`src/rtl/limn2600_bus_pkg.sv`:
```
// Shared definitions for the Limn2600 SRAM word-bus initiator.
// Holds the request size encodings, the initiator state type, the bus address
// width and the request legality check.
package limn2600_bus_pkg;

  localparam int unsigned MEM_ADDR_W = 32;

  localparam logic [1:0] SIZE_BYTE = 2'd0;
  localparam logic [1:0] SIZE_HALF = 2'd1;
  localparam logic [1:0] SIZE_WORD = 2'd2;

  typedef enum logic [2:0] {
    StIdle,
    StRead,
    StWrite,
    StDrain,
    StResp
  } bus_state_e;

  // Misaligned half/word or the reserved size: answered without a bus cycle.
  function automatic logic req_error(logic [1:0] size, logic [1:0] lane);
    logic err;
    err = 1'b0;
    case (size)
      SIZE_BYTE: err = 1'b0;
      SIZE_HALF: err = lane[0];
      SIZE_WORD: err = |lane;
      default:   err = 1'b1;
    endcase
    return err;
  endfunction

endpackage

```
`src/rtl/limn2600_lane_merge.sv`:
```
// Little-endian byte-lane steering between a 32-bit SRAM word and a core access.
// Ports:
//   word_i    - word as read from the SRAM
//   lane_i    - byte address bits [1:0]
//   size_i    - access size (SIZE_BYTE/HALF/WORD)
//   wdata_i   - right-aligned store data
//   merged_o  - word with the addressed lane(s) replaced by wdata_i
//   extract_o - addressed lane(s) of word_i, zero-extended and right-aligned
module limn2600_lane_merge
  import limn2600_bus_pkg::*;
(
  input  logic [31:0] word_i,
  input  logic [1:0]  lane_i,
  input  logic [1:0]  size_i,
  input  logic [31:0] wdata_i,
  output logic [31:0] merged_o,
  output logic [31:0] extract_o
);

  always_comb begin
    merged_o  = word_i;
    extract_o = word_i;
    case (size_i)
      SIZE_BYTE: begin
        merged_o[{lane_i, 3'b000} +: 8] = wdata_i[7:0];
        extract_o = {24'h0, word_i[{lane_i, 3'b000} +: 8]};
      end
      SIZE_HALF: begin
        merged_o[{lane_i[1], 4'b0000} +: 16] = wdata_i[15:0];
        extract_o = {16'h0, word_i[{lane_i[1], 4'b0000} +: 16]};
      end
      default: begin
        merged_o  = wdata_i;
        extract_o = word_i;
      end
    endcase
  end

endmodule

```
`src/rtl/limn2600_bus_initiator.sv`:
```
// CPU-side initiator for the Limn2600 SRAM word bus.
// Turns byte/half/word loads and stores into word accesses; sub-word stores are
// a read-modify-write. Every access is followed by a drain phase that waits for
// the responder's level rdy to fall, so a stale rdy never completes the next access.
// Ports:
//   clk_i, rst_ni              - clock, asynchronous active-low reset
//   req_*                      - core request (valid/ready handshake)
//   rsp_valid_o/rdata_o/err_o  - one-cycle response pulse, no backpressure
//   mem_*                      - SRAM word bus (cs/we/addr/wdata/rdata/rdy)
module limn2600_bus_initiator
  import limn2600_bus_pkg::*;
#(
  parameter int unsigned DATA_WIDTH     = 32,
  parameter int unsigned TIMEOUT_CYCLES = 16
) (
  input  logic                  clk_i,
  input  logic                  rst_ni,
  input  logic                  req_valid_i,
  output logic                  req_ready_o,
  input  logic                  req_we_i,
  input  logic [1:0]            req_size_i,
  input  logic [31:0]           req_addr_i,
  input  logic [DATA_WIDTH-1:0] req_wdata_i,
  output logic                  rsp_valid_o,
  output logic [DATA_WIDTH-1:0] rsp_rdata_o,
  output logic                  rsp_err_o,
  output logic                  mem_cs_o,
  output logic                  mem_we_o,
  output logic [MEM_ADDR_W-1:0] mem_addr_o,
  output logic [DATA_WIDTH-1:0] mem_wdata_o,
  input  logic [DATA_WIDTH-1:0] mem_rdata_i,
  input  logic                  mem_rdy_i
);

  localparam logic [7:0] TimeoutLast = 8'(TIMEOUT_CYCLES - 1);

  bus_state_e            state_q;
  logic                  we_q;
  logic [1:0]            size_q;
  logic [1:0]            lane_q;
  logic [DATA_WIDTH-1:0] wdata_q;
  logic [DATA_WIDTH-1:0] buf_q;
  logic                  rd_done_q;  // read half of an RMW finished, write still owed
  logic                  err_q;
  logic [7:0]            tmo_cnt_q;
  logic                  rsp_valid_q;
  logic                  rsp_err_q;
  logic [DATA_WIDTH-1:0] rsp_rdata_q;
  logic                  mem_cs_q;
  logic                  mem_we_q;
  logic [MEM_ADDR_W-1:0] mem_addr_q;
  logic [DATA_WIDTH-1:0] mem_wdata_q;

  logic [31:0] merged;
  logic [31:0] extract;

  limn2600_lane_merge u_lane_merge (
    .word_i    (buf_q),
    .lane_i    (lane_q),
    .size_i    (size_q),
    .wdata_i   (wdata_q),
    .merged_o  (merged),
    .extract_o (extract)
  );

  always_ff @(posedge clk_i or negedge rst_ni) begin
    if (!rst_ni) begin
      state_q     <= StIdle;
      we_q        <= 1'b0;
      size_q      <= SIZE_BYTE;
      lane_q      <= 2'b00;
      wdata_q     <= '0;
      buf_q       <= '0;
      rd_done_q   <= 1'b0;
      err_q       <= 1'b0;
      tmo_cnt_q   <= 8'h00;
      rsp_valid_q <= 1'b0;
      rsp_err_q   <= 1'b0;
      rsp_rdata_q <= '0;
      mem_cs_q    <= 1'b0;
      mem_we_q    <= 1'b0;
      mem_addr_q  <= '0;
      mem_wdata_q <= '0;
    end else begin
      rsp_valid_q <= 1'b0;
      unique case (state_q)
        StIdle: begin
          if (req_valid_i) begin
            we_q      <= req_we_i;
            size_q    <= req_size_i;
            lane_q    <= req_addr_i[1:0];
            wdata_q   <= req_wdata_i;
            rd_done_q <= 1'b0;
            err_q     <= 1'b0;
            tmo_cnt_q <= 8'h00;
            if (req_error(req_size_i, req_addr_i[1:0])) begin
              state_q     <= StResp;
              rsp_valid_q <= 1'b1;
              rsp_err_q   <= 1'b1;
              rsp_rdata_q <= '0;
            end else begin
              mem_cs_q   <= 1'b1;
              mem_addr_q <= {req_addr_i[31:2], 2'b00};
              if (req_we_i && (req_size_i == SIZE_WORD)) begin
                mem_we_q    <= 1'b1;
                mem_wdata_q <= req_wdata_i;
                state_q     <= StWrite;
              end else begin
                mem_we_q <= 1'b0;
                state_q  <= StRead;
              end
            end
          end
        end
        StRead, StWrite: begin
          if (mem_rdy_i) begin
            if (state_q == StRead) begin
              buf_q     <= mem_rdata_i;
              rd_done_q <= 1'b1;
            end
            mem_cs_q <= 1'b0;
            mem_we_q <= 1'b0;
            state_q  <= StDrain;
          end else if (tmo_cnt_q == TimeoutLast) begin
            err_q    <= 1'b1;
            mem_cs_q <= 1'b0;
            mem_we_q <= 1'b0;
            state_q  <= StDrain;
          end else begin
            tmo_cnt_q <= tmo_cnt_q + 8'h01;
          end
        end
        StDrain: begin
          if (!mem_rdy_i) begin
            // rd_done_q is only ever set for a sub-word store's read or a load.
            if (!err_q && we_q && rd_done_q) begin
              rd_done_q   <= 1'b0;
              tmo_cnt_q   <= 8'h00;
              mem_cs_q    <= 1'b1;
              mem_we_q    <= 1'b1;
              mem_wdata_q <= merged;
              state_q     <= StWrite;
            end else begin
              rsp_valid_q <= 1'b1;
              rsp_err_q   <= err_q;
              rsp_rdata_q <= (!we_q && !err_q) ? extract : '0;
              state_q     <= StResp;
            end
          end
        end
        StResp: begin
          state_q <= StIdle;
        end
        default: begin
          state_q <= StIdle;
        end
      endcase
    end
  end

  assign req_ready_o = (state_q == StIdle);
  assign rsp_valid_o = rsp_valid_q;
  assign rsp_rdata_o = rsp_rdata_q;
  assign rsp_err_o   = rsp_err_q;
  assign mem_cs_o    = mem_cs_q;
  assign mem_we_o    = mem_we_q;
  assign mem_addr_o  = mem_addr_q;
  assign mem_wdata_o = mem_wdata_q;

endmodule
```
`config.mk`:
```
export PLATFORM = sky130hd
export DESIGN_NAME = limn2600_bus_initiator
export DESIGN_NICKNAME = d
export VERILOG_FILES = /design/src/rtl/limn2600_bus_pkg.sv /design/src/rtl/limn2600_lane_merge.sv /design/src/rtl/limn2600_bus_initiator.sv
export SDC_FILE = /design/constraint.sdc
export NUM_CORES = 1
export LEC_CHECK = 0
export CAP_MARGIN = 20
export CORE_AREA = 3 3 156 158
export CTS_CLUSTER_DIAMETER = 60
export CTS_CLUSTER_SIZE = 16
export DETAILED_ROUTE_END_ITERATION = 16
export DIE_AREA = 0 0 159 161
export PLACE_DENSITY = 0.71
export SYNTH_ARGS = -nofsm -noshare
export SYNTH_HDL_FRONTEND = slang
export SYNTH_HIERARCHICAL = 1
export SYNTH_SLANG_ARGS = --single-unit
```
`constraint.sdc`:
```
create_clock -name clk_i -period 3.73 [get_ports clk_i]
set_input_delay 0.9325 -clock clk_i [delete_from_list [all_inputs] [get_ports clk_i]]
set_output_delay 0.9325 -clock clk_i [all_outputs]
set_load 0.1 [all_outputs]
```
### Word-level counts from Yosys, hierarchy flattened

Index checks and enable logic that the tools add are counted.

| storage, ports and cells | value |
|---|---|
| register bits after elaboration | 180 |
| bits in latches | 0 |
| memory bits (writable) | 0 |
| ROM bits | 0 |
| input bits | 103 |
| output and inout port bits | 101 |
| logic and storage cells | 133 |
| memories kept | 0 |

| cells by class | value |
|---|---|
| $add $sub $neg | 3 |
| multiply operators | 0 |
| divide/modulo/power cells | 0 |
| order comparisons | 0 |
| equal/unequal tests | 20 |
| shift operators | 6 |
| muxes and demuxes | 63 |
| bitwise logic cells | 1 |
| reductions and logical operators | 24 |

Operators by type and width:

| kind | number |
|---|---|
| $mux W32 | 10 |
| $pmux W32 S2 | 4 |
| $bwmux W32 | 2 |
| $mux W8 | 5 |
| $shift A16 B7 Y32 const A | 1 |
| $shift A8 B7 Y32 const A | 1 |
| $shiftx A16 B7 Y32 | 1 |
| $shiftx A32 B6 Y16 | 1 |
| $shiftx A32 B6 Y8 | 1 |
| $shiftx A8 B7 Y32 | 1 |
| $mux W1 | 26 |
| $pmux W8 S3 | 1 |
| $reduce_and A6 Y1 | 4 |
| $ne A2 B2 Y1 const B | 10 |
| $mux W3 | 6 |
| $neg A5 Y7 | 2 |
| $pmux W1 S3 | 4 |
| $pmux W3 S3 | 1 |
| $reduce_and A3 Y1 | 3 |
| $add A8 B1 Y8 const B | 1 |
| $eq A8 B4 Y1 const B | 1 |
| $eq A3 B2 Y1 const B | 2 |
| $pmux W1 S2 | 3 |
| $reduce_and A5 Y1 | 1 |
| 16 further kinds | 25 |

### Depth between registers and ports, before layout

Gate-level depths: netlist of run 1.

| logic depth | value |
|---|---|
| word-level depth | 7 |
| depth in mapped cells | 9 |
| gate-level depth less buffers | 7 |

### By module

Netlist of run 1, hierarchy kept.

By module, submodules not included:

| module | instances | cells each | area an instance (um2) | seq. area each (um2) |
|---|---|---|---|---|
| limn2600_bus_initiator | 1 | 678 | 7631.1 | 4504.3 |
| limn2600_lane_merge | 1 | 213 | 1544.0 | 0.0 |

### Worst setup path after synthesis of run 1

OpenSTA, ideal clock, no wires.

| timing path | value |
|---|---|
| path kind | reg2reg |
| from | reg state_q[2] |
| to | reg rsp_err_q (netlist: rsp_err_o) |
| setup time | 0.074 ns |
| arrival | 2.370 ns |
| required time | 3.656 ns |
| path slack | 1.286 ns |
| stages on the path, launching flop included | 9 |
| buffers on the path | 3 |
| clock period less this slack | 2.444 ns |
| path through | dfrtp_1 -> buf_4 -> nor3_4 -> nand2_1 -> o22ai_4 -> buf_6 -> buf_6 -> nor2_1 -> a21oi_2 |

| on the way | value |
|---|---|
| word-level cells in the longest chain between the ends | 3 |
| elaborated cells on any way between the ends | 9 |
| those cells by class | eq/ne: 5; mux: 1; reduce/logical: 3 |

RTL lines:

| element | line | RTL |
|---|---|---|
| from (decl) | limn2600_bus_initiator.sv:37 | `bus_state_e state_q;` |
| from (signal assigned) | limn2600_bus_initiator.sv:68 | `state_q <= StIdle;` |
| from (signal assigned) | limn2600_bus_initiator.sv:97 | `state_q <= StResp;` |
| from (signal assigned) | limn2600_bus_initiator.sv:107 | `state_q <= StWrite;` |
| $logic_not A3 Y1 (*) | - |  |
| named net req_ready_o | limn2600_bus_initiator.sv:19 | `output logic req_ready_o,` |
| $ne A2 B1 Y1 (no line) (tied with other cells) | - |  |
| $reduce_and A5 Y1 (no line) | - |  |
| to (signal assigned) | limn2600_bus_initiator.sv:145 | `rsp_err_q <= err_q;` |
| to (decl) | limn2600_bus_initiator.sv:47 | `logic rsp_err_q;` |

The timed path passes the listed nets; every way through them passes the cells marked *.
A chain may end at the register's enable or synchronous reset.

### Worst setup path in the final report of run 1

| timing path | value |
|---|---|
| from | reg mem_addr_q[4] (netlist: mem_addr_o[4]) |
| to | out mem_addr_o[4] |

RTL lines:

| element | line | RTL |
|---|---|---|
| from (decl) | limn2600_bus_initiator.sv:51 | `logic [MEM_ADDR_W-1:0] mem_addr_q;` |
| from (signal assigned) | limn2600_bus_initiator.sv:103 | `mem_addr_q <= {req_addr_i[31:2], 2'b00};` |
| to (decl) | limn2600_bus_initiator.sv:29 | `output logic [MEM_ADDR_W-1:0] mem_addr_o,` |

No word-level cell between the ends.

==> flow_summary.yaml, run 1 <==
final_layout:
  seq_area_um2: 4510
  layout.nets: 1172
  fillCellCount: 2146
  drive_gt1_share_pct: 16.7
  fin_util_pct: 51.0
  multi_input_area_um2: 4160
  synthToLayoutAreaGrowth_pct: 29.3
worst_setup_path:
  start_kind: "flop"
  cp_slowest_cell: "clkdlybuf4s50_1"
  crit_fanout: 2
  worstPathCellList: "clkdlybuf4s50_1"
  r2r_cells: 7
  cp-endpoint: "mem_addr_o[4]"
  crit_type: "flop to output pin"
  crit_family: "buffers and inverters"
  arrival_ns: 1.98
  path_buf_inv: 1
  crit_cells: 1
  r2r-end: "mem_wdata_o[30]$_DFFE_PN0P_"
  r2r-start: "lane_q[1]$_DFFE_PN0P_"
  worstPathRequired_ns: 2.80
  regToRegSetupSlack_ns: 1.23
  slowest_delay_ns: 1.17
  worstSetupEndpointType: "output pin"
  crit_path_start: "mem_addr_o[4]$_DFFE_PN0P_"
die:
  die_w_um: 159
  die_area_um2: 25600
  coreArea_um2: 23300
  die_h_um: 161
  ios: 204
  placementRows: 56
  start_util_pct: 39.4
logic_synthesis:
  ys_seq_area_share_pct: 49.1
  ys_ff_latch: 180
  yosysWarnings: 6
  yosys.area.top_type: "dfrtp_1"
  synth.avg_cell_area_um2: 10.3
  syn_area_um2: 9180
  netlist_instances: 891
  ys.flop_type: "dfrtp_1"
  synthArstFlopShare_pct: 100
  synth_top_area_share_pct: 49.1
  synth.area.top_cells: "dfrtp_1 49%, nand2_1 6.9%, mux2i_1 6.1%, mux2_4 4.9%, o21ai_0 4.9%"
  synth_cell_types: 61
  synth_edf_count: 0
global_route:
  grt_usage_pct: 20.6
  grt_max_degree: 84
  grt_pass1_vias: 7087
  grt_antenna_before_repair: 1
  grt_pass1_wl_um: 41100
  gr-total-overflow: 0
timing:
  rsz0062_at_grt: "no"
  finalSetupViolations: 0
  hold_viol: 0
  tightest_slew_ns: 1.01
  fin_tns_setup_ns: 0
  slew_headroom_pct: 32.2
  fin_skew_ns: 0.00788
  drv_slew: 0
  clock.fmax_mhz: 344
  finalCritPeriodShare_pct: 78.0
  period_needed_ns: 2.91
cts:
  cts_max_level: 4
  postCtsHoldBufs: 0
  cts_sinks: 180
  cts_resized: 0
  cts_setup_buffers: 0
  cts_root_buffer: "clkbuf_16"
  clk_path_buf_depth: 2
  cts_tree: "built"
  path_clk_slew_ns: 0.07
  clock_latency_ns: 0.44
  numCtsBuffers: 17
route:
  via_count: 7221
  drt-total-wl_um: 26300
  dr.pass1.iters: 5
  routed_via_density: 5.17
  ant_nets: 0
  drt-wirelength-per-cell_um: 18.9
  drc: 0
  drt-initial-drc-count: 530
outcome:
  status: "complete, no violations"
placement:
  hpwl_um: 18900
  port_buffers: 201
  place.gp.congestion: 0.942
hold_path:
  worstHoldPathType: "flop to flop"
flow_run:
  max-cap-violations: 0
kinds of logic (layout without fill, tap and decap cells):
family,Yosys count,in the layout,share of synthesized area (%)
xor+xnor,2,2,0.191
simple gates,299,299,15.6
mux,120,120,15.2
flops,180,180,49.1
other cells,1,3,0.0409
buf+inv,103,287,5.71
compound gates,180,180,13.4
fa+ha+maj,6,6,0.818
synth_stat cells (all sizes together) (13+ instances only):
master	number
dfrtp	180
nand2	170
o21ai	96
mux2	64
mux2i	56
inv	42
buf	41
nand3	35
a221o	30
a22o	25
clkbuf	20
nor2	20
and2	19
nor3	18
nor2b	13
worst min path at each step:
stage                                from                         end  depth (start not counted)
2_1_floorplan     wdata_q[24]$_DFFE_PN0P_     wdata_q[24]$_DFFE_PN0P_                          2
3_3_place_gp      wdata_q[23]$_DFFE_PN0P_     wdata_q[23]$_DFFE_PN0P_                          2
3_5_place_dp      wdata_q[18]$_DFFE_PN0P_     wdata_q[18]$_DFFE_PN0P_                          2
4_1_cts           wdata_q[19]$_DFFE_PN0P_     wdata_q[19]$_DFFE_PN0P_                          2
5_1_grt           wdata_q[19]$_DFFE_PN0P_     wdata_q[19]$_DFFE_PN0P_                          2
6_report       mem_wdata_o[8]$_DFFE_PN0P_  mem_wdata_o[8]$_DFFE_PN0P_                          2
cell type report:
class	count	share of cell area, %
Antenna cell	1	0.0211
Clock buffer	19	3.73
Clock inverter	13	1.66
Inverter	42	1.33
Multi-Input combinational cell	609	35.1
Sequential cell	180	38.0
Tap cell	319	3.36
Timing Repair Buffer	213	16.9
metrics by stage:
step                      area [µm²]  setup slack (ns)  hold WS (ns)  instances
final                          11900             0.821         0.478       1396
after global routing           11900             0.782         0.506       1395
after CTS                      11900             0.814         0.487       1395
after detailed placement       11200             0.684         0.466       1363
after global placement         11200             0.602         0.465       1362
after floorplan                 9180              1.29         0.446        892
metal layers:
| metal | up-vias | wire length [µm] | GRT usage [%] |
|---|---|---|---|
| met3 | 37 | 2160 | 6.10 |
| met2 | 254 | 12100 | 31.6 |
| li1 | 3457 | - | - |
| met5 | - | 13 | 0 |
| met4 | 2 | 571 | 7.08 |
| met1 | 3471 | 11400 | 28.0 |
placed cells by master, fill, tap and decap left out, drive strengths merged, types with 25 or more instances in the layout:
cell / instances
a221o: 30
inv: 46
clkdlybuf4s50: 144
mux2i: 56
nand3: 35
mux2: 64
buf: 69
nand2: 170
a22o: 25
o21ai: 96
dfrtp: 180
registers in the layout, indices dropped and copies added (netlist names), 2 cells and up:
register / cells
buf_q: 32
lane_q: 2
size_q: 2
mem_wdata_o: 32
rsp_rdata_o: 32
state_q: 3
mem_addr_o: 30
wdata_q: 32
tmo_cnt_q: 8
Power of run 1 is not shown: default switching activity piles up to over one toggle a cycle in this logic, so the estimate is an artifact.
==> run 2, diff against run 1 <==
clock period = 3 ns   (was 3.73 ns; I/O delays follow)
==> run 2 against run 1 <==
Compared with the run above: first-iteration DRC count grew 23%; critical path depth grew 6; utilization shrank 0.12 points; setup slack lost 0.35 ns; non-clock buffer count grew 4; register-to-register slack lost 0.76 ns; routed wire length grew 1.6%; worst hold slack lost 0.14 ns; clock skew grew 0.0010 ns; die area is the same.
==> flow_summary.yaml, run 2 (synthesis results as in run 1) <==
outcome:
  status: "complete, no violations"
die:
  placementRows: 56
  coreArea_um2: 23300
  die_w_um: 159
  start_util_pct: 39.4
  ios: 204
  die_area_um2: 25600
  die_h_um: 161
timing:
  finalSetupViolations: 0
  slew_headroom_pct: 51.6
  drv_slew: 0
  finalCritPeriodShare_pct: 84.5
  fin_tns_setup_ns: 0
  clock.fmax_mhz: 395
  fin_skew_ns: 0.00892
  rsz0062_at_grt: "no"
  tightest_slew_ns: 0.720
  period_needed_ns: 2.53
  hold_viol: 0
worst_setup_path:
  cp_slowest_cell: "or4bb_1"
  worstSetupEndpointType: "flop"
  worstPathRequired_ns: 3.36
  slowest_delay_ns: 0.56
  worstPathCellList: "buf_4 -> ha_1 -> or4bb_1 -> nor3_4 -> a221o_1 -> mux2i_1 -> o21ai_0"
  arrival_ns: 2.89
  crit_fanout: 30
  start_kind: "flop"
  crit_type: "flop to flop"
cts:
  cts_root_buffer: "clkbuf_16"
  numCtsBuffers: 17
  cts_sinks: 180
  cts_setup_buffers: 0
  clk_path_buf_depth: 2
  path_clk_slew_ns: 0.07
  cts_tree: "built"
  clock_latency_ns: 0.43
  postCtsHoldBufs: 0
  cts_max_level: 4
  cts_resized: 0
route:
  via_count: 7349
  dr.pass1.iters: 5
  routed_via_density: 5.25
  drt-wirelength-per-cell_um: 19.1
  ant_nets: 0
  drt-initial-drc-count: 650
  drt-total-wl_um: 26800
  drc: 0
final_layout:
  fillCellCount: 2143
  drive_gt1_share_pct: 21.1
  final_cell_mix: "179 x dfrtp_1, 169 x nand2_1, 107 x buf_4"
  fin_util_pct: 50.9
  layout.nets: 1176
  final_common_cell: "dfrtp_1"
  synthToLayoutAreaGrowth_pct: 29.0
  stdcell_area_um2: 11800
global_route:
  grt_pass1_vias: 7271
  grt_antenna_before_repair: 2
  grt_usage_pct: 20.7
  gr-total-overflow: 0
  grt_pass1_wl_um: 41700
  grt_max_degree: 68
placement:
  port_buffers: 201
  place_area_um2: 11200
  hpwl_um: 19100
  place.gp.congestion: 0.916
flow_run:
  max-cap-violations: 0
hold_path:
  worstHoldPathType: "input pin to asynchronous set/reset pin"
==> run 2: area by class of cell <==
| type | instances | area, µm² | share of cell area, % |
|---|---|---|---|
| Timing Repair Buffer | 217 | 1990 | 16.8 |
| Tap cell | 319 | 399 | 3.37 |
| Multi-Input combinational cell | 609 | 4160 | 35.2 |
| Clock buffer | 18 | 439 | 3.71 |
| Sequential cell | 180 | 4510 | 38.1 |
| Inverter | 42 | 158 | 1.33 |
| Antenna cell | 1 | 2.50 | 0.0211 |
| Clock inverter | 14 | 186 | 1.57 |
==> run 2: worst paths after layout <==
path | depth (start not counted) | startpoint | to | slack [ns]
setup / recovery | 7 | lane_q[1]$_DFFE_PN0P_ | mem_wdata_o[27]$_DFFE_PN0P_ | 0.47
hold / removal | 1 | rst_ni | mem_wdata_o[29]$_DFFE_PN0P_ | 0.33
setup reg to reg | 7 | lane_q[1]$_DFFE_PN0P_ | mem_wdata_o[27]$_DFFE_PN0P_ | 0.47
hold reg to reg | 2 | mem_wdata_o[3]$_DFFE_PN0P_ | mem_wdata_o[3]$_DFFE_PN0P_ | 0.48
max in group asynchronous | 2 | rst_ni | size_q[1]$_DFFE_PN0P_ | 1.88
min in group clk_i | 2 | mem_wdata_o[3]$_DFFE_PN0P_ | mem_wdata_o[3]$_DFFE_PN0P_ | 0.48
==> run 2: metrics by stage <==
step / hold WS, ns / instances / worst slack, ns
final: 0.333 / 1400 / 0.466
after global routing: 0.369 / 1399 / 0.348
after CTS: 0.349 / 1399 / 0.480
after detailed placement: 0.468 / 1367 / 0.421
after global placement: 0.462 / 1367 / 0.486
after floorplan: 0.446 / 892 / 0.556
==> run 2: critical path: cells and delay by family, from the launching register on <==
family	cells	cell delay, ns
AOI/OAI and AO/OA	2	0.39
adders and majority gates	1	0.29
buffers and inverters	1	0.44
DFF	1	0.37
muxes	1	0.10
and+or+nand+nor	2	0.87
==> run 2: layer usage <==
layer,vias to the layer above,wire [µm],track usage (%)
li1,3460,-,-
met1,3607,11900,28.4
met2,245,12700,33.0
met3,33,1840,5.46
met4,4,303,5.05
met5,-,24,0
Power of run 2 is left out for the same reason.
